--- config.mk ---
export PLATFORM = sky130hd
export DESIGN_NAME = brick_scan_ctrl
export DESIGN_NICKNAME = d
export VERILOG_FILES = /design/src/rtl/brick_scan_ctrl.sv
export SDC_FILE = /design/constraint.sdc
export NUM_CORES = 1
export LEC_CHECK = 0
export ABC_AREA = 0
export CORE_UTILIZATION = 35
export CTS_CLUSTER_DIAMETER = 150
export CTS_CLUSTER_SIZE = 8
export DETAILED_ROUTE_END_ITERATION = 8
export PLACE_DENSITY = 0.61
export SYNTH_ARGS = -nofsm -noshare
export SYNTH_HDL_FRONTEND = slang
export SYNTH_SLANG_ARGS = --single-unit
--- constraint.sdc ---
create_clock -name clk -period 2.81 [get_ports clk]
set_clock_uncertainty 0.05 [all_clocks]
set_input_delay 0.281 -clock clk [delete_from_list [all_inputs] [get_ports clk]]
set_output_delay 0.281 -clock clk [all_outputs]
set_load 0.01 [all_outputs]
--- src/rtl/brick_scan_ctrl.sv ---
// Brick wall scan controller: walks one brick per clock through a shared
// combinational bounce detector, clears the first brick hit and reports it.
module brick_scan_ctrl #(
    parameter int COLS     = 8,
    parameter int ROWS     = 4,
    parameter int IDX_W    = 5,
    parameter int X0       = 40,
    parameter int Y0       = 40,
    parameter int PITCH_X  = 40,
    parameter int PITCH_Y  = 20,
    parameter int BRICK_RX = 18,
    parameter int BRICK_RY = 8
) (
    input  logic             clk,
    input  logic             rst,
    input  logic             start,
    input  logic             load_level,
    input  logic [9:0]       b_x,
    input  logic [9:0]       b_y,
    input  logic             det_bounced,
    input  logic [1:0]       det_direction,
    output logic [9:0]       det_b_x,
    output logic [9:0]       det_b_y,
    output logic [9:0]       det_w_x,
    output logic [9:0]       det_w_y,
    output logic [5:0]       det_w_rx,
    output logic [5:0]       det_w_ry,
    output logic             det_enable,
    output logic             busy,
    output logic             hit_valid,
    output logic [IDX_W-1:0] hit_index,
    output logic [1:0]       hit_dir,
    output logic             done,
    output logic [IDX_W:0]   bricks_left,
    output logic             all_clear,
    output logic [1:0]       o_dbg_state
);

    localparam int              N        = COLS * ROWS;
    localparam int              COL_W    = $clog2(COLS);
    localparam logic [IDX_W-1:0] LAST_IDX = IDX_W'(N - 1);
    localparam logic [IDX_W-1:0] IDX_ONE  = IDX_W'(1);
    localparam logic [IDX_W:0]   N_BRICKS = (IDX_W + 1)'(N);
    localparam logic [IDX_W:0]   CNT_ONE  = (IDX_W + 1)'(1);

    typedef enum logic [1:0] {
        S_IDLE   = 2'd0,
        S_SCAN   = 2'd1,
        S_REPORT = 2'd2
    } state_t;

    state_t           r_state;
    state_t           w_state_next;
    logic [N-1:0]     r_alive;
    logic [IDX_W-1:0] r_idx;
    logic [IDX_W:0]   r_bricks_left;
    logic [IDX_W-1:0] r_hit_index;
    logic [1:0]       r_hit_dir;
    logic             r_hit_seen;
    logic [9:0]       r_bx;
    logic [9:0]       r_by;

    logic             w_accept;
    logic             w_take_hit;
    logic             w_step;
    logic             w_cur_alive;
    logic [COL_W-1:0] w_col;
    logic [IDX_W-1:0] w_row;

    assign w_cur_alive = r_alive[r_idx];
    assign w_col       = r_idx[COL_W-1:0];
    assign w_row       = r_idx >> COL_W;

    assign det_b_x     = r_bx;
    assign det_b_y     = r_by;
    assign det_w_x     = 10'(X0) + 10'(w_col) * 10'(PITCH_X);
    assign det_w_y     = 10'(Y0) + 10'(w_row) * 10'(PITCH_Y);
    assign det_w_rx    = 6'(BRICK_RX);
    assign det_w_ry    = 6'(BRICK_RY);
    assign det_enable  = (r_state == S_SCAN) && w_cur_alive;

    assign hit_index   = r_hit_index;
    assign hit_dir     = r_hit_dir;
    assign bricks_left = r_bricks_left;
    assign all_clear   = (r_bricks_left == '0);
    assign o_dbg_state = r_state;

    always_ff @(posedge clk or posedge rst) begin
        if (rst) begin
            r_state <= S_IDLE;
        end else begin
            r_state <= w_state_next;
        end
    end

    // start is a single-cycle request honoured only in IDLE (no queueing);
    // load_level is a single-cycle command that wins over start in any state.
    always_comb begin
        w_state_next = r_state;
        w_accept     = 1'b0;
        w_take_hit   = 1'b0;
        w_step       = 1'b0;
        busy         = 1'b0;
        done         = 1'b0;
        hit_valid    = 1'b0;
        case (r_state)
            S_IDLE: begin
                if (start) begin
                    w_accept     = 1'b1;
                    w_state_next = S_SCAN;
                end
            end
            S_SCAN: begin
                busy = 1'b1;
                if (det_bounced && w_cur_alive) begin
                    w_take_hit   = 1'b1;
                    w_state_next = S_REPORT;
                end else if (r_idx == LAST_IDX) begin
                    w_state_next = S_REPORT;
                end else begin
                    w_step = 1'b1;
                end
            end
            S_REPORT: begin
                done         = 1'b1;
                hit_valid    = r_hit_seen;
                w_state_next = S_IDLE;
            end
            default: w_state_next = S_IDLE;
        endcase
        if (load_level) begin
            w_state_next = S_IDLE;
            w_accept     = 1'b0;
            w_take_hit   = 1'b0;
            w_step       = 1'b0;
        end
    end

    // Brick clear lands on the SCAN->REPORT edge so it is visible alongside done.
    always_ff @(posedge clk or posedge rst) begin
        if (rst) begin
            r_alive       <= '1;
            r_bricks_left <= N_BRICKS;
            r_idx         <= '0;
            r_hit_index   <= '0;
            r_hit_dir     <= '0;
            r_hit_seen    <= 1'b0;
            r_bx          <= '0;
            r_by          <= '0;
        end else if (load_level) begin
            r_alive       <= '1;
            r_bricks_left <= N_BRICKS;
            r_hit_seen    <= 1'b0;
        end else begin
            if (w_accept) begin
                r_bx       <= b_x;
                r_by       <= b_y;
                r_idx      <= '0;
                r_hit_seen <= 1'b0;
            end
            if (w_take_hit) begin
                r_alive[r_idx] <= 1'b0;
                r_bricks_left  <= r_bricks_left - CNT_ONE;
                r_hit_index    <= r_idx;
                r_hit_dir      <= det_direction;
                r_hit_seen     <= 1'b1;
            end
            if (w_step) begin
                r_idx <= r_idx + IDX_ONE;
            end
        end
    end

endmodule

==> run summary, run 1 <==
The footprint of the multi-input gates came out at 1750 um^2. Setup violations remaining at the end of the flow were counted as 0. The initial antenna violation count came out at 0. The total length of routed met2 wires came out at 4560 um. The remaining routing DRC violations came out at 0.

The number of antenna diodes in the final layout is 0. In the final routed layout, each cell accounts on average for roughly 16 um. The data arrival at the endpoint of the critical path is about 2.3 ns. Dividing the synthesized area by the synthesized cell count gives approximately 10 um^2. The maximum number of buffers from clock root to sink came out at 2.

The number of distinct library cell variants in the gate-level netlist after synthesis came out at 48. The total count of hold-check failures in the final report came out at 0. The global route total overflow is 0.

The final-layout worst hold slack came out at 0.276 ns. The slew of the pin with the lowest slew margin came out at 0.522 ns. Setup repair after global routing left no endpoint under its margin.

The run finished with clean final reports. The cell count after synthesis is 395. The finished layout cell area came out at slightly above 5000 um^2. By count the netlist is led by 63 x sky130_fd_sc_hd__nand2_1, 40 x sky130_fd_sc_hd__dfrtp_1, 35 x sky130_fd_sc_hd__nor2_1, 33 x sky130_fd_sc_hd__dfstp_2, 24 x sky130_fd_sc_hd__a31oi_1.

The final setup TNS is 0 ns. The count of nets left with antenna violations once routing finished came out at 0. The endpoint kind of the worst setup timing path is an output port. The count of TritonRoute iterations in the first routing pass is 4. Traced cell by cell, the critical path runs through buf_4 > mux4_2 > a22o_1 > o211ai_1 > a21oi_1 > dlygate4sd2_1. The H-tree level count is 3. The vertical die dimension is around 110 um.

The clock-pin slew on the worst setup and hold paths is 0.08 ns. The total I/O pin count is 99. The most common flop cell mapped by yosys is sky130_fd_sc_hd__dfrtp_1. On the critical path, the stage with the largest delay is an instance of sky130_fd_sc_hd__mux4_2. The leading area contributor after synthesis is sky130_fd_sc_hd__dfrtp_1. The worst setup path is launched from a flip-flop. The footprint of the flip-flops and latches is 1870 um^2.

The number of enable flip-flop cells after synthesis came out at 0. The standard cell core area came out at 10,800 um^2. Summed over its instances, the top area cell type makes up 25.7% of the synthesized netlist area. The worst path needs 2.66 ns of the cycle, external delays included.

Summed over all nets, wire length on met3 after detailed routing comes to between 700 and 800 um. The total power divided by cell area came out at 760 nW/um^2. Summed over all cells, the static leakage comes to approximately 0.0023 uW. The period utilization came out at between 90% and 100%. TritonCTS built the clock tree. The number of warnings issued by yosys is 0.

The number of global-route vias before repair is roughly 3,100. After detailed routing, no signal wire sits above met4. The number of violations of the max-capacitance limit came out at 0. The register bit total from synthesis came out at 73. The required time reported for the critical path endpoint is around 2.5 ns.

The maximum number of pins on one net before global-route repair is 74. The tightest min-delay check is of the primary input to async pin type. The max-slew violation total from the final report is 0. The count of standard-cell rows came out at 38. The clock tree root buffer cell is sky130_fd_sc_hd__clkbuf_8. The total routing usage reported by global routing came out at roughly 18%. The wire length of the first global-routing pass is approximately 16,000 um. The worst pin sits at a relative slew slack of 65.2%. The congestion estimate from routability-driven global placement came to 0.864. Summed over all layers, the routed wires come to 9850 um. The most repeated cell in the gate-level netlist after synthesis is sky130_fd_sc_hd__nand2_1. For this configuration, the core starts out at a cell density of a little over a third.

The final-layout fill cell count came out at 1,032. The worst setup path category is flip-flop to output port. In this run the cell area measured after placement is 4800 um^2. The HPWL after detailed placement is 6820 um.

In this run, CTS created clock tree buffers numbering 9. By area the synthesized netlist is led by sky130_fd_sc_hd__dfrtp_1 26%, sky130_fd_sc_hd__dfstp_2 22%, sky130_fd_sc_hd__nand2_1 6.1%. The largest stage delay on the critical path came out at about 0.49 ns. The count of port buffers added during placement came out at 78. The die width is 107 um. The full die area came out at 11,500 um^2. The proportion of synthesized flip-flops having asynchronous set or reset came out at between 90% and 100%. Across the VDD grid, the largest voltage drop is 0.349 mV. The biggest fanout along the worst timing path came out at 7. Static timing analysis puts the maximum clock frequency at 375 MHz.

For this block, the initial DRC count from the detailed router was about 220. The detail-routed via count per cell is about 5.0. The sink count of the clock tree came out at 73.

The total number of nets in the final design is 517. The via total after detailed routing came out at 3,115. Clock latency on the worst-skew pair, taken at its later pin, is 0.35 ns. The mapped netlist covers 3890 um^2. The area overhead of the layout relative to synthesis is 30.7%. The share of layout cells above drive strength 1 came out at 20.0%.

The sum of routed wire segments on met1 is ~4300 um. Of the synthesized area, sequential elements account for 48.1%.
-- stage by stage --
| stage | worst slack [ns] | util, % | std cells | power, uW |
|---|---|---|---|---|
| CTS | 0.0161 | 46.8 | 621 | 3890 |
| global placement | 0.137 | 44.3 | 602 | 2780 |
| global route | 0.0228 | 46.9 | 621 | 4070 |
| floorplan | 0.356 | - | 413 | 2120 |
| finish | 0.145 | 46.9 | 621 | 3860 |
| detailed placement | 0.0716 | 44.3 | 602 | 2810 |
-- area by class of cell --
type	count	share of cell area, %
clock buffers	11	2.98
clock inverters	5	2.00
repair buffers	98	18.9
inverters	19	1.40
well taps	140	3.45
multi-input cells	275	34.5
flip-flops and latches	73	36.8
-- worst max-delay path: cells and delay by family (launching register included) --
kind	cells	cell delay [ns]
buf+inv	2	0.47
mux	1	0.49
flops	1	0.46
compound gates	3	0.57
-- report_power, final --
part | internal (uW) | leakage [uW] | switching [uW] | total [uW]
Sequential | 1220 | 0.000862 | 141 | 1360
Combinational | 746 | 0.00127 | 713 | 1460
Clock | 636 | 0.000123 | 401 | 1040
-- final timing paths --
check / from / endpoint / slack (ns) / depth (start not counted)
worst max-delay path: r_idx[0] / det_enable / 0.15 / 6
worst min-delay path: rst / det_b_y[4] / 0.28 / 3
worst max register to register: r_idx[0] / r_idx[4] / 0.21 / 6
worst min register to register: det_b_y[4] / det_b_y[4] / 0.42 / 2
max in group asynchronous: rst / bricks_left[5] / 2.07 / 3
min in group clk: b_y[4] / det_b_y[4] / 0.40 / 3
-- cell families after synthesis --
kind of cell               share of synthesized area (%)
buffers and inverters                               8.85
other                                              0.193
xor gates and xnor gates                           0.901
adders and majority gates                           4.51
muxes                                               9.11
AOI/OAI and AO/OA                                   12.1
and+or+nand+nor                                     16.3
DFF                                                 48.1
-- state kept, by name, indices dropped and copies added (netlist names) --
register / flops
r_alive: 32
det_b_y: 10
bricks_left: 6
r_hit_seen: 1
hit_index: 5
det_b_x: 10
o_dbg_state: 2
hit_dir: 2
r_idx: 5
-- what timing repair did --
action	CTS	global route
setup endpoints to repair	5	2
buffers inserted	3	0
gates resized for setup	4	2
hold buffers	0	0
-- cell usage in the layout (no fill, tap or decap), types with 13 or more instances in the layout --
cell and count:
sky130_fd_sc_hd__inv_1 18, sky130_fd_sc_hd__conb_1 20, sky130_fd_sc_hd__nor2_1 35, sky130_fd_sc_hd__ha_1 14
sky130_fd_sc_hd__clkdlybuf4s50_1 74, sky130_fd_sc_hd__nand2_1 63, sky130_fd_sc_hd__buf_4 18, sky130_fd_sc_hd__a31oi_1 24
sky130_fd_sc_hd__dfstp_2 33, sky130_fd_sc_hd__dfrtp_1 38, sky130_fd_sc_hd__a21oi_1 13
-- routing by layer --
metal	GRT usage [%]	vias to the layer above
li1	-	1469
met1	23.2	1490
met2	28.6	134
met3	5.87	22
met4	8.61	0
met5	0	-
Note: power is estimated with default switching activity, not from simulation.
==> run 2: changes to the inputs <==
Settings changed: CORE_ASPECT_RATIO set to 0.9, PLACE_DENSITY 0.61 to 0.68.
==> run 2 against run 1 <==
Net effect: final cell count shrank 1.8%; count of clock-buffer cells in the layout shrank 1; register-to-register slack improved by 0.03 ns; hold slack improved by 0.0070 ns; setup slack worse by 0.032 ns; critical path depth unchanged; global-route usage fell by 0.46 points.
==> run summary, run 2 (synthesis results as in run 1) <==
The run finished with clean final reports. The remaining routing DRC violations came out at 0. The total count of hold-check failures in the final report is 0. The global route total overflow came out at 0. The final wirelength came out at 9600 um. The total power consumption of the routed design is about 3900 uW. The insertion delay of the later-clocked pin in the worst-skew pair came out at 0.33 ns.

Compared with the post-synthesis result, the final layout area differs by 30.8%. The final critical path takes up a little over nine tenths of the cycle. The final setup TNS came out at 0 ns.

The die is 113 um wide. Port buffering added 78 buffers. Of all nets on the critical path, the largest fanout is 11. The top cell types in the final layout, fill and taps aside, are 76 x sky130_fd_sc_hd__clkdlybuf4s50_1, 63 x sky130_fd_sc_hd__nand2_1, 37 x sky130_fd_sc_hd__dfrtp_1.

The number of diodes came out at 0. For this design, the slowest cell found on the critical path is sky130_fd_sc_hd__clkdlybuf4s50_1. The required time reported for the critical path endpoint is 2.48 ns. The vertical die dimension is 102 um. The total routing usage reported by global routing came out at 17.9%. The initialized floorplan defines 36 standard-cell rows. Walking the worst path, the cells encountered are buf_12 > ha_1 > ha_1 > ha_1 > o2111a_1 > clkdlybuf4s50_1. The worst setup path category is flip-flop to output port. The total power divided by cell area is 759 nW/um^2. The count of hold-fix buffers inserted at cts is 0. The startpoint identified for the worst register-to-register timing path is r_idx[0]. In this run the critical register-to-register path is captured at r_idx[4].

The share of layout cells above drive strength 1 came out at 19.9%. Setup repair after global routing left no endpoint under its margin. The net count of the finished layout is 513. The worst setup path is captured at an output port.

The wire length of the first global-routing pass came out at ~16,000 um. The count of endpoints failing setup in the final report is 0. Across the VDD grid, the largest voltage drop is around 0.44 mV. The placer's final routability congestion estimate came out at 0.827.

The worst pin sits at a relative slew slack of 60.4%. The via total after detailed routing came out at 3,109. The sink count of the clock tree is 73. The number of global-route vias before repair is 3,192.

The largest stage delay on the critical path is between 0.5 and 0.6 ns. The setup check on the worst reg-to-reg path leaves a slack of 0.24 ns. The register with the most flip-flops in the layout has 32 of them. In this run the worst setup path terminates at det_w_x[9]. The number of buffers created by CTS is 9.

The tightest min-delay check is of the primary input to async pin type. Ranked by flip-flop count, first place goes to r_alive. The clock-pin slew on the worst setup and hold paths is 0.06 ns.

The count of TritonRoute iterations in the first routing pass came out at 4. The data arrival at the endpoint of the critical path is between 2 and 2.5 ns. The most common cell type on the critical path is sky130_fd_sc_hd__ha_1. The die covers between 10,000 and 15,000 um^2. The total I/O pin count is 99. The initial antenna violation count came out at 0. The starting density of the core is 36.0%. The worst-case reg-to-reg path depth is 6.

The maximum number of buffers from clock root to sink came out at 2. The standard cell core area came out at 10,800 um^2. The number of violations of the max-capacitance limit came out at 0.

The tree is rooted in a sky130_fd_sc_hd__clkbuf_16. The detail-routed via count per cell is 5.10. Leaving out fill and tap cells, the most frequent cell in the layout is sky130_fd_sc_hd__clkdlybuf4s50_1. TritonCTS built the clock tree. CTS built an H-tree with a depth of 3. The kind of launch point of the worst setup path is a flip-flop. The HPWL after detailed placement came out at 6690 um. In the final routed layout, each cell accounts on average for 15.7 um. The slew of the pin with the lowest slew margin is 0.593 ns. The max-slew violation total from the final report came out at 0. In this run the remaining antenna-violating nets after routing total 0. The static leakage is 0.00221 uW. In this run the worst setup path begins at r_idx[0].

The count of routing violations after the opening detailed-route iteration came out at 184. The maximum number of pins on one net before global-route repair is 47. Based on the critical path, the design can be clocked at up to 371 MHz. The clock period could shrink to 2.70 ns.
## run 2: changes by cell type in the layout (fill, tap and decap cells not counted), moves of 2 or more
cell,change
sky130_fd_sc_hd__buf_4,-5
sky130_fd_sc_hd__bufinv_16,-3
sky130_fd_sc_hd__clkbuf_16,+9
sky130_fd_sc_hd__clkbuf_8,-11
sky130_fd_sc_hd__clkdlybuf4s50_1,+2
sky130_fd_sc_hd__clkinv_4,+2
sky130_fd_sc_hd__clkinvlp_4,+2
sky130_fd_sc_hd__o31ai_1,-2
sky130_fd_sc_hd__o31ai_2,+2
## run 2: area by class of cell
| type | count | area (um^2) |
|---|---|---|
| Sequential cell | 73 | 1870 |
| Tap cell | 133 | 166 |
| Clock buffer | 10 | 229 |
| Timing Repair Buffer | 94 | 940 |
| Fill cell | 980 | 5730 |
| Inverter | 19 | 71.3 |
| Multi-Input combinational cell | 275 | 1760 |
| Clock inverter | 6 | 45.0 |
## run 2: power breakdown
group	switching, uW	internal, uW
Clock	447	598
Combinational	702	745
Sequential	142	1220
Total	1290	2570
## run 2: metal layers
layer  up-vias  wire, um  track usage (%)
met4         0       139             5.87
met1      1518      4030             21.2
met5         -         0                0
met3        17       776             6.64
met2       112      4650             30.5
li1       1462         -                -
## run 2: worst min-delay path by stage
stage | start | endpoint | slack, ns | cells past startpoint
4_1_cts | rst | det_b_x[6] | 0.30 | 2
6_report | rst | det_b_x[0] | 0.28 | 2
3_5_place_dp | det_b_x[2] | det_b_x[2] | 0.41 | 2
3_3_place_gp | det_b_x[4] | det_b_x[4] | 0.41 | 2
2_1_floorplan | b_x[0] | det_b_x[0] | 0.34 | 2
5_1_grt | rst | det_b_x[8] | 0.34 | 2
## run 2: stage by stage
stage	worst slack, ns	cell area, um^2	cells	hold WS (ns)	util [%]
CTS	0.0156	5070	610	0.298	46.9
global placement	0.188	4780	592	0.408	44.2
floorplan	0.356	3960	413	0.336	-
global route	0.00157	5080	610	0.337	47.0
detailed placement	0.154	4780	592	0.412	44.2
finish	0.113	5080	610	0.283	47.0
## run 2: timing repair
| action | CTS | global route |
|---|---|---|
| resized for setup | 4 | 3 |
| setup endpoints to repair | 4 | 1 |
| buffers inserted | 2 | 0 |
## run 2: critical path: cells and delay by family (launching register included)
kind / cells / cell delay, ns
DFF: 1 / 0.44
adders and majority gates: 3 / 0.69
AOI/OAI and AO/OA: 1 / 0.19
buffers and inverters: 2 / 0.71
==> run 3: changes to the inputs <==
Settings changed: CORE_UTILIZATION 35 to 43, CTS_BUF_LIST set to sky130_fd_sc_hd__clkbuf_4 sky130_fd_sc_hd__clkbuf_8 sky130_fd_sc_hd__clkbuf_16, PLACE_DENSITY 0.68 to 0.8.
==> run 3 against run 2 <==
Net effect: setup slack got worse by 0.017 ns; register-to-register slack worse by 0.02 ns; design area is 1.0% lower; sequential power about the same; core utilization is 11 points higher; count of clock-buffer cells in the layout increased by 1; routed wire length rose by 0.67%; global-route usage grew 3.8 points; die area decreased by 18%; critical endpoint unchanged; largest power group unchanged; highest routed layer unchanged.
==> run summary, run 3 (synthesis results as in run 1) <==
Setup repair after global routing left no endpoint under its margin. The required time reported for the critical path endpoint is between 2 and 2.5 ns. The count of hold-fix buffers inserted at cts is 0. The wire length of the first global-routing pass is between 15,000 and 20,000 um.

The worst setup path is captured at an output port. The total number of nets in the final design came out at 515. The die width came out at 102 um.

The initial antenna violation count was 0. The slew of the pin with the lowest slew margin is 0.584 ns. The footprint of the flip-flops and latches is 1870 um^2. The tree is rooted in a sky130_fd_sc_hd__clkbuf_8.

The H-tree level count is 3. The register with the most flip-flops in the final layout is r_alive. The worst path uses 96.6% of the clock period. For the finished layout, the period the worst path requires is 2.71 ns. Once detail routing completed, the nets flagged for antenna violations numbered 0. The total count of hold-check failures in the final report came out at 0. Clock latency on the worst-skew pair, taken at its later pin, is 0.35 ns. The starting density of the core is between 40 and 50%.

TritonCTS built the clock tree. The area overhead of the layout relative to synthesis is 29.4%. The non-filler instance count after layout is between 500 and 600. The number of buffers created by CTS is 9. The clock-pin slew on the worst setup and hold paths is roughly 0.080 ns. The count of port buffers added during placement is 78.

The number of global-route vias before repair is 3,124. The number of flip-flops in the largest register is 32. The count of endpoints failing setup in the final report is 0. The worst supply voltage drop on vdd came out at 0.405 mV. Dividing total power by cell area gives a power density of 743 nW/um^2. The detail-routed via count per cell came out at 5.30. The critical path goes through buf_4 > ha_1 > ha_1 > ha_4 > o2111a_1 > clkdlybuf4s50_1. The remaining routing DRC violations came out at 0. The tool flagged a number of max-cap violations equal to 0. The total power consumption of the routed design came out at 3740 uW. Along the worst path, the maximum fanout reaches 8. The total I/O pin count is about 100. The count of routing violations after the opening detailed-route iteration is 199.

The worst setup path category is flip-flop to output port. The static leakage is 0.00220 uW. The flow ran to the end, and the final reports show no timing, DRC or antenna violations. The max-slew violation total from the final report was 0. The maximum number of pins on one net before global-route repair came out at 48. The worst slew slack as a fraction of its limit is 61.0%. For this run the aggregate overflow at the end of global routing stands at 0.

The repair_antennas step left the layout with diodes totalling 0. The placer's final routability congestion estimate came out at 0.911. Once layout is complete, the utilization of the core stands at 57.9%.

In the layout the commonest cells are 76 x sky130_fd_sc_hd__clkdlybuf4s50_1, 63 x sky130_fd_sc_hd__nand2_1, 38 x sky130_fd_sc_hd__dfrtp_1. On the critical path, the stage with the largest delay is an instance of sky130_fd_sc_hd__clkdlybuf4s50_1. The top achievable clock speed came out at around 370 MHz. The path type of the worst min-delay path is primary input to async pin. The share of layout cells above drive strength 1 is about 20%. The vertical die dimension came out at 92.2 um. STA classifies the critical path startpoint as a flip-flop.

The total routing usage reported by global routing is 21.8%. Counting the fill cells in the layout gives approximately 720. The die covers 9430 um^2. Once detailed placement completed, the half-perimeter wirelength came to 6750 um. The count of TritonRoute iterations in the first routing pass came out at 5.

The final routed wire length divided by cell count came out at 16.2 um. The floorplan step defined a core boundary enclosing roughly 8700 um^2. The final wirelength came out at 9660 um.

The data arrival at the endpoint of the critical path came out at 2.38 ns. The largest stage delay on the critical path came out at 0.53 ns. After routing, the total negative slack on setup checks comes to 0 ns. The via total after detailed routing is 3,169. The footprint of the multi-input gates is between 1500 and 2000 um^2.

The clock drives 73 sinks. The leading cell type in the layout, fill and taps excluded is sky130_fd_sc_hd__clkdlybuf4s50_1. The maximum number of buffers from clock root to sink came out at 2. The number of placed instances, taps included is 580. The most common cell type on the critical path is sky130_fd_sc_hd__ha_1.

The floorplan has 32 rows.
==> run 3: per-layer routing <==
metal / vias up / track usage, % / routed length, um
met1: 1540 / 27.1 / 3940
met2: 140 / 34.3 / 4750
met4: 0 / 8.57 / 149
met3: 16 / 7.77 / 825
met5: - / 0 / 0
li1: 1473 / - / -
==> run 3: worst paths after layout <==
check,start,end,slack (ns),depth (start not counted)
min in group clk,b_x[0],det_b_x[0],0.40,3
worst min register to register,det_b_y[6],det_b_y[6],0.43,2
max in group asynchronous,rst,r_alive[5],1.73,3
worst max register to register,r_idx[0],r_idx[4],0.22,6
worst min-delay path,rst,det_b_x[6],0.27,2
worst max-delay path,r_idx[0],det_w_x[9],0.1,6
==> run 3: stage by stage <==
stage               setup WS (ns)  cell area (um^2)  hold slack (ns)
floorplan                   0.356              3960            0.336
global placement            0.184              4750            0.407
detailed placement          0.130              4750            0.414
CTS                        0.0457              5020            0.271
global route               0.0251              5030            0.306
finish                     0.0964              5030            0.267
==> run 3: report_power, final <==
part           total (uW)  leakage [uW]  internal (uW)  switching (uW)
clock                 932      0.000117            545             387
sequential           1360      0.000862           1220             135
combinational        1450       0.00122            743             705
total                3740       0.00220           2510            1230
==> run 3: cell type report <==
| class | instances | area share, % |
|---|---|---|
| flip-flops and latches | 73 | 37.2 |
| multi-input cells | 275 | 35.3 |
| repair buffers | 96 | 18.6 |
| clock buffers | 11 | 3.01 |
| well taps | 119 | 2.96 |
| clock inverters | 5 | 1.54 |
| inverters | 19 | 1.42 |
==> run 3: critical path: cells and delay by family, from the launching register on <==
kind | cells | cell delay, ns
flip-flops | 1 | 0.45
AO/OA/AOI/OAI | 1 | 0.17
adder cells (fa/ha/maj) | 3 | 0.70
buffers and inverters | 2 | 0.71
==> run 3: repair_timing <==
action	CTS	global route
endpoints found under the setup margin	4	1
setup buffers	2	0
gates resized for setup	6	1
==> RTL edit 1, RTL diff (settings of run 3) <==
Change the parameter `IDX_W` from 5 to 4.
--- a/src/rtl/brick_scan_ctrl.sv
+++ b/src/rtl/brick_scan_ctrl.sv
@@ -4,5 +4,5 @@
     parameter int COLS     = 8,
     parameter int ROWS     = 4,
-    parameter int IDX_W    = 5,
+    parameter int IDX_W    = 4,
     parameter int X0       = 40,
     parameter int Y0       = 40,
Interface: changed (resized bricks_left and hit_index); port bits go from 99 to 97. The function was not compared with the original's and may differ.
==> RTL edit 1 against run 3 <==
  * Sequential share of layout area is 0.80 points higher
  * Utilization up 0.61 points
  * Maximum frequency fell by 0.43%
  * Cell count decreased by 31%
  * Area after synthesis down 29%
  * Critical endpoint is now det_enable
  * Largest cell class unchanged
  * Worst setup slack lost 0.012 ns
  * Sequential cell count fell by 19
  * Power fell by 44%
  * Wire length down 38%
  * Cell area decreased by 28%
==> RTL edit 1: results (changes against run 3) <==
* Run status: finished clean
* Pre-antenna DRT Iters at 4 (-1)
* Leakage power total at 1.53 nW (-31%)
* CTS Buf Count at 5 (-4)
* Largest net degree at the start of global routing at 52 (+8.3%)
* R2R cell count at 5 (-1)
* Max incr delay on CP at 0.57 ns (+0.04 ns)
* First-pass GRT wire length at 9.81 mm (-36%)
* Post-synth top cells: dfrtp_1 (38), nor2_1 (30), mux2_2 (29)
* Number of global-route vias before repair at 2043 (-35%)
* Cell variety after synth at 40 (-17%)
* Slew at the pin with the worst max-slew slack at 0.664 ns (+0.0798 ns)
* Post-DP HPWL at 4.24 mm (-37%)
* Worst vdd ir at 370 µV (-8.9%)
* CP max FO at 6 (-2)
* Worst skew pair latency at 0.31 ns (-0.04 ns)
* Number of port buffers at 73 (-6.4%)
* R2R Setup Slk at 0.30 ns (+0.08 ns)
* H-Tree Depth at 2 (-1)
* Avg Vias per Cell at 5.08 (-4.2%)
* Nets at 359 (-30%)
* Reg2reg end: hit_dir[0]
* Slowest CP cell: mux4_2
* GRT Overall Usage at 0.185 (-0.0326)
* Largest register FFs at 16 (-50%)
* Global placement routability congestion at 0.800 (-12%)
* Layout cell share with drive strength beyond 1 at 0.219 (+0.0166)
* Routed len/inst at 14.6 µm (-9.5%)
* DRT iter0 DRCs at 168 (-16%)
[RTL edit 1: cell types whose count changed after synthesis, sizes merged, moves of 9 or more]
cell,delta
mux2,+15
dfstp,-17
nand3,-9
a31oi,-9
nand2,-57
inv,-13
[RTL edit 1: layer usage]
| layer | part of all wire | vias up | track usage | wire length (µm) |
|---|---|---|---|---|
| li1 | - | 961 | - | - |
| met1 | 0.42 | 1008 | 0.245 | 2540 |
| met2 | 0.47 | 107 | 0.285 | 2810 |
| met3 | 0.095 | 10 | 0.0631 | 572 |
| met4 | 0.014 | 0 | 0.0617 | 84 |
| met5 | 0 | - | 0 | 0 |
[RTL edit 1: area by class of cell]
class / count / area [µm²]
clock buffers: 5 / 68.8
fillers: 529 / 2560
repair buffers: 83 / 821
flip-flops and latches: 54 / 1370
well taps: 87 / 109
inverters: 6 / 22.5
clock inverters: 3 / 16.3
multi-input cells: 173 / 1210
[RTL edit 1: logic make-up (layout without fill, tap and decap cells)]
kind of cell	count (synthesis)	in the layout	share of synthesized area
flops	54	54	0.494
mux	38	38	0.155
fa+ha+maj	9	9	0.0405
buf+inv	44	97	0.101
other cells	2	23	0.00270
simple gates	58	58	0.103
compound gates	41	41	0.0919
xor+xnor	4	4	0.0126
[RTL edit 1: through the flow]
step | power (mW) | area, µm² | cells | worst slack, ns | hold slack [ns]
global route | 2.19 | 3620 | 411 | 0.00504 | 0.105
detailed placement | 1.66 | 3510 | 401 | 0.181 | 0.428
CTS | 2.09 | 3600 | 409 | 0.0134 | 0.0912
floorplan | 1.32 | 2860 | 271 | 0.420 | 0.383
global placement | 1.64 | 3510 | 401 | 0.245 | 0.427
finish | 2.08 | 3620 | 411 | 0.0846 | 0.103
[RTL edit 1: power by group]
group          internal, mW  switching, mW  total (mW)  leakage [nW]
logic                 0.396          0.295       0.691         0.844
clock network         0.171          0.252       0.423        0.0416
registers             0.885         0.0827       0.967         0.643
[RTL edit 1: timing repair]
action / 4_1_cts / 5_1_grt
setup buffers: 0 / 2
pin swaps: 0 / 0
resized for setup: 2 / 1
endpoints found under the setup margin: 2 / 2
[RTL edit 1: worst max-delay path by stage]
stage / endpoint / slack [ns] / start
5_1_grt: det_enable / 0.005 / r_idx[0]
4_1_cts: det_w_x[8] / 0.01 / r_idx[0]
2_1_floorplan: hit_dir[0] / 0.42 / r_idx[0]
6_report: det_enable / 0.08 / r_idx[0]
3_3_place_gp: hit_index[2] / 0.25 / r_idx[1]
3_5_place_dp: hit_dir[1] / 0.18 / r_idx[1]
[RTL edit 1: worst reg2reg max path, cell delays in order, from the launching register on]
cell	delay [ns]
dfrtp_2	0.48
inv_1	0.22
mux4_2	0.57
o32a_2	0.32
nor3_4	0.39
mux2_2	0.39
==> RTL edit 2, RTL diff (flow settings as in run 3) <==
Made on the original files. Put a register stage on the output `det_enable`, with the module's reset. The value now appears one clock later. The other outputs are not delayed to match.
--- a/src/rtl/brick_scan_ctrl.sv
+++ b/src/rtl/brick_scan_ctrl.sv
@@ -78,5 +78,11 @@
     assign det_w_rx    = 6'(BRICK_RX);
     assign det_w_ry    = 6'(BRICK_RY);
-    assign det_enable  = (r_state == S_SCAN) && w_cur_alive;
+    always_ff @(posedge clk or posedge rst) begin
+        if (rst) begin
+            det_enable <= '0;
+        end else begin
+            det_enable <= (r_state == S_SCAN) && w_cur_alive;
+        end
+    end
 
     assign hit_index   = r_hit_index;
Formal check against the unedited RTL: not equivalent (Yosys sat finds a counterexample within 4 cycles, from zero or initial values and one cycle with rst high).
==> RTL edit 2 against run 3 <==
  * Sequential share of layout area increased by 0.35 points
  * Worst setup slack improved by 0.034 ns
  * Sequential cell count increased by 1
  * Wire length decreased by 2.3%
  * Area after synthesis increased by 1.6%
  * Synthesized cell count decreased by 1.0%
  * Cell area increased by 0.47%
  * Power about the same
  * Worst hold slack got worse by 0.037 ns
  * Critical path type unchanged
  * Largest cell class unchanged
==> RTL edit 2: results (changes against run 3) <==
* Worst setup endpoint: det_w_x[7]
* Run status: finished clean
* Layout cell share with drive strength beyond 1 at 0.202 (-0.000825)
* Grt met1 use at 0.282 (+0.0111)
* Met2 usage at 0.343 (-0.000623)
* Register area share after synthesis at 0.479 (-0.00128)
* Nets at 512 (-0.58%)
* Fill cell count at 777 (+8.5%)
* Leakage power total at 2.20 nW (-0.11%)
* Adder-cell share of the synthesized area at 0.0443 (-0.000714)
* DRT iter0 DRCs at 230 (+16%)
* R2R Setup Slk at 0.20 ns (-0.02 ns)
* Fmax at 373 MHz (+1.3%)
* Pre-antenna DRT Iters at 4 (-1)
* Post-synthesis mux area share at 0.0963 (+0.00521)
* Worst vdd ir at 390 µV (-3.8%)
* Seq. cell area at 1900 µm² (+1.4%)
* Reg2reg end: r_idx[1]
* Cell variety after synth at 50 (+4.2%)
* Number of global-route vias before repair at 3138 (+0.45%)
* Met3 usage at 0.0611 (-0.0166)
* Slew at the pin with the worst max-slew slack at 0.523 ns (-0.0606 ns)
* First-pass GRT wire length at 15.8 mm (+2.5%)
* Largest net degree at the start of global routing at 52 (+8.3%)
* GRT Overall Usage at 0.216 (-0.00136)
RTL edit 2: per-stage QoR:
stage | cells | util
3_5_place_dp | 578 | 0.553
2_1_floorplan | 409 | -
5_1_grt | 595 | 0.579
6_report | 595 | 0.579
3_3_place_gp | 578 | 0.553
4_1_cts | 595 | 0.579
RTL edit 2: cell families after synthesis:
| logic type | after synthesis |
|---|---|
| DFF | 74 |
| AOI/OAI and AO/OA | 71 |
| other | 2 |
| xor gates and xnor gates | 4 |
| adders and majority gates | 14 |
| muxes | 25 |
| and+or+nand+nor | 139 |
| buffers and inverters | 62 |
RTL edit 2: worst min-delay path by stage:
stage / startpoint / depth (start not counted) / endpoint / slack [ns]
after global routing: rst / 2 / det_b_x[4] / 0.28
after detailed placement: det_b_y[8] / 2 / det_b_y[8] / 0.41
after CTS: rst / 2 / det_b_x[4] / 0.24
after floorplan: b_x[0] / 2 / det_b_x[0] / 0.34
final: rst / 2 / det_b_x[4] / 0.23
after global placement: det_b_y[4] / 2 / det_b_y[4] / 0.41
RTL edit 2: area by class of cell:
type,count,area share
clock inverters,6,0.0178
repair buffers,95,0.184
well taps,119,0.0294
clock buffers,10,0.0260
flip-flops and latches,74,0.375
inverters,18,0.0134
multi-input cells,273,0.354
RTL edit 2: what timing repair did:
item                                    in CTS  in global routing
gates cloned                                 0                  0
hold buffers                                 0                  0
buffers inserted                             1                  0
endpoints found under the setup margin       4                  1
gates resized for setup                      3                  1
RTL edit 2: where the power goes:
| group | switching, mW | leakage (nW) | internal, mW |
|---|---|---|---|
| clock | 0.397 | 0.110 | 0.512 |
| combinational | 0.711 | 1.21 | 0.740 |
| sequential | 0.136 | 0.874 | 1.24 |
RTL edit 2: routing by layer:
metal | vias up | part of all wire
met5 | - | 0
li1 | 1465 | -
met2 | 136 | 0.48
met1 | 1535 | 0.43
met3 | 16 | 0.081
met4 | 0 | 0.014
RTL edit 2: worst max-delay path, delay by kind of cell, from the launching register on:
kind	cells	cell delay, ns
buffers and inverters	2	0.72
flip-flops	1	0.40
XOR/XNOR	1	0.17
adder cells (fa/ha/maj)	3	0.70
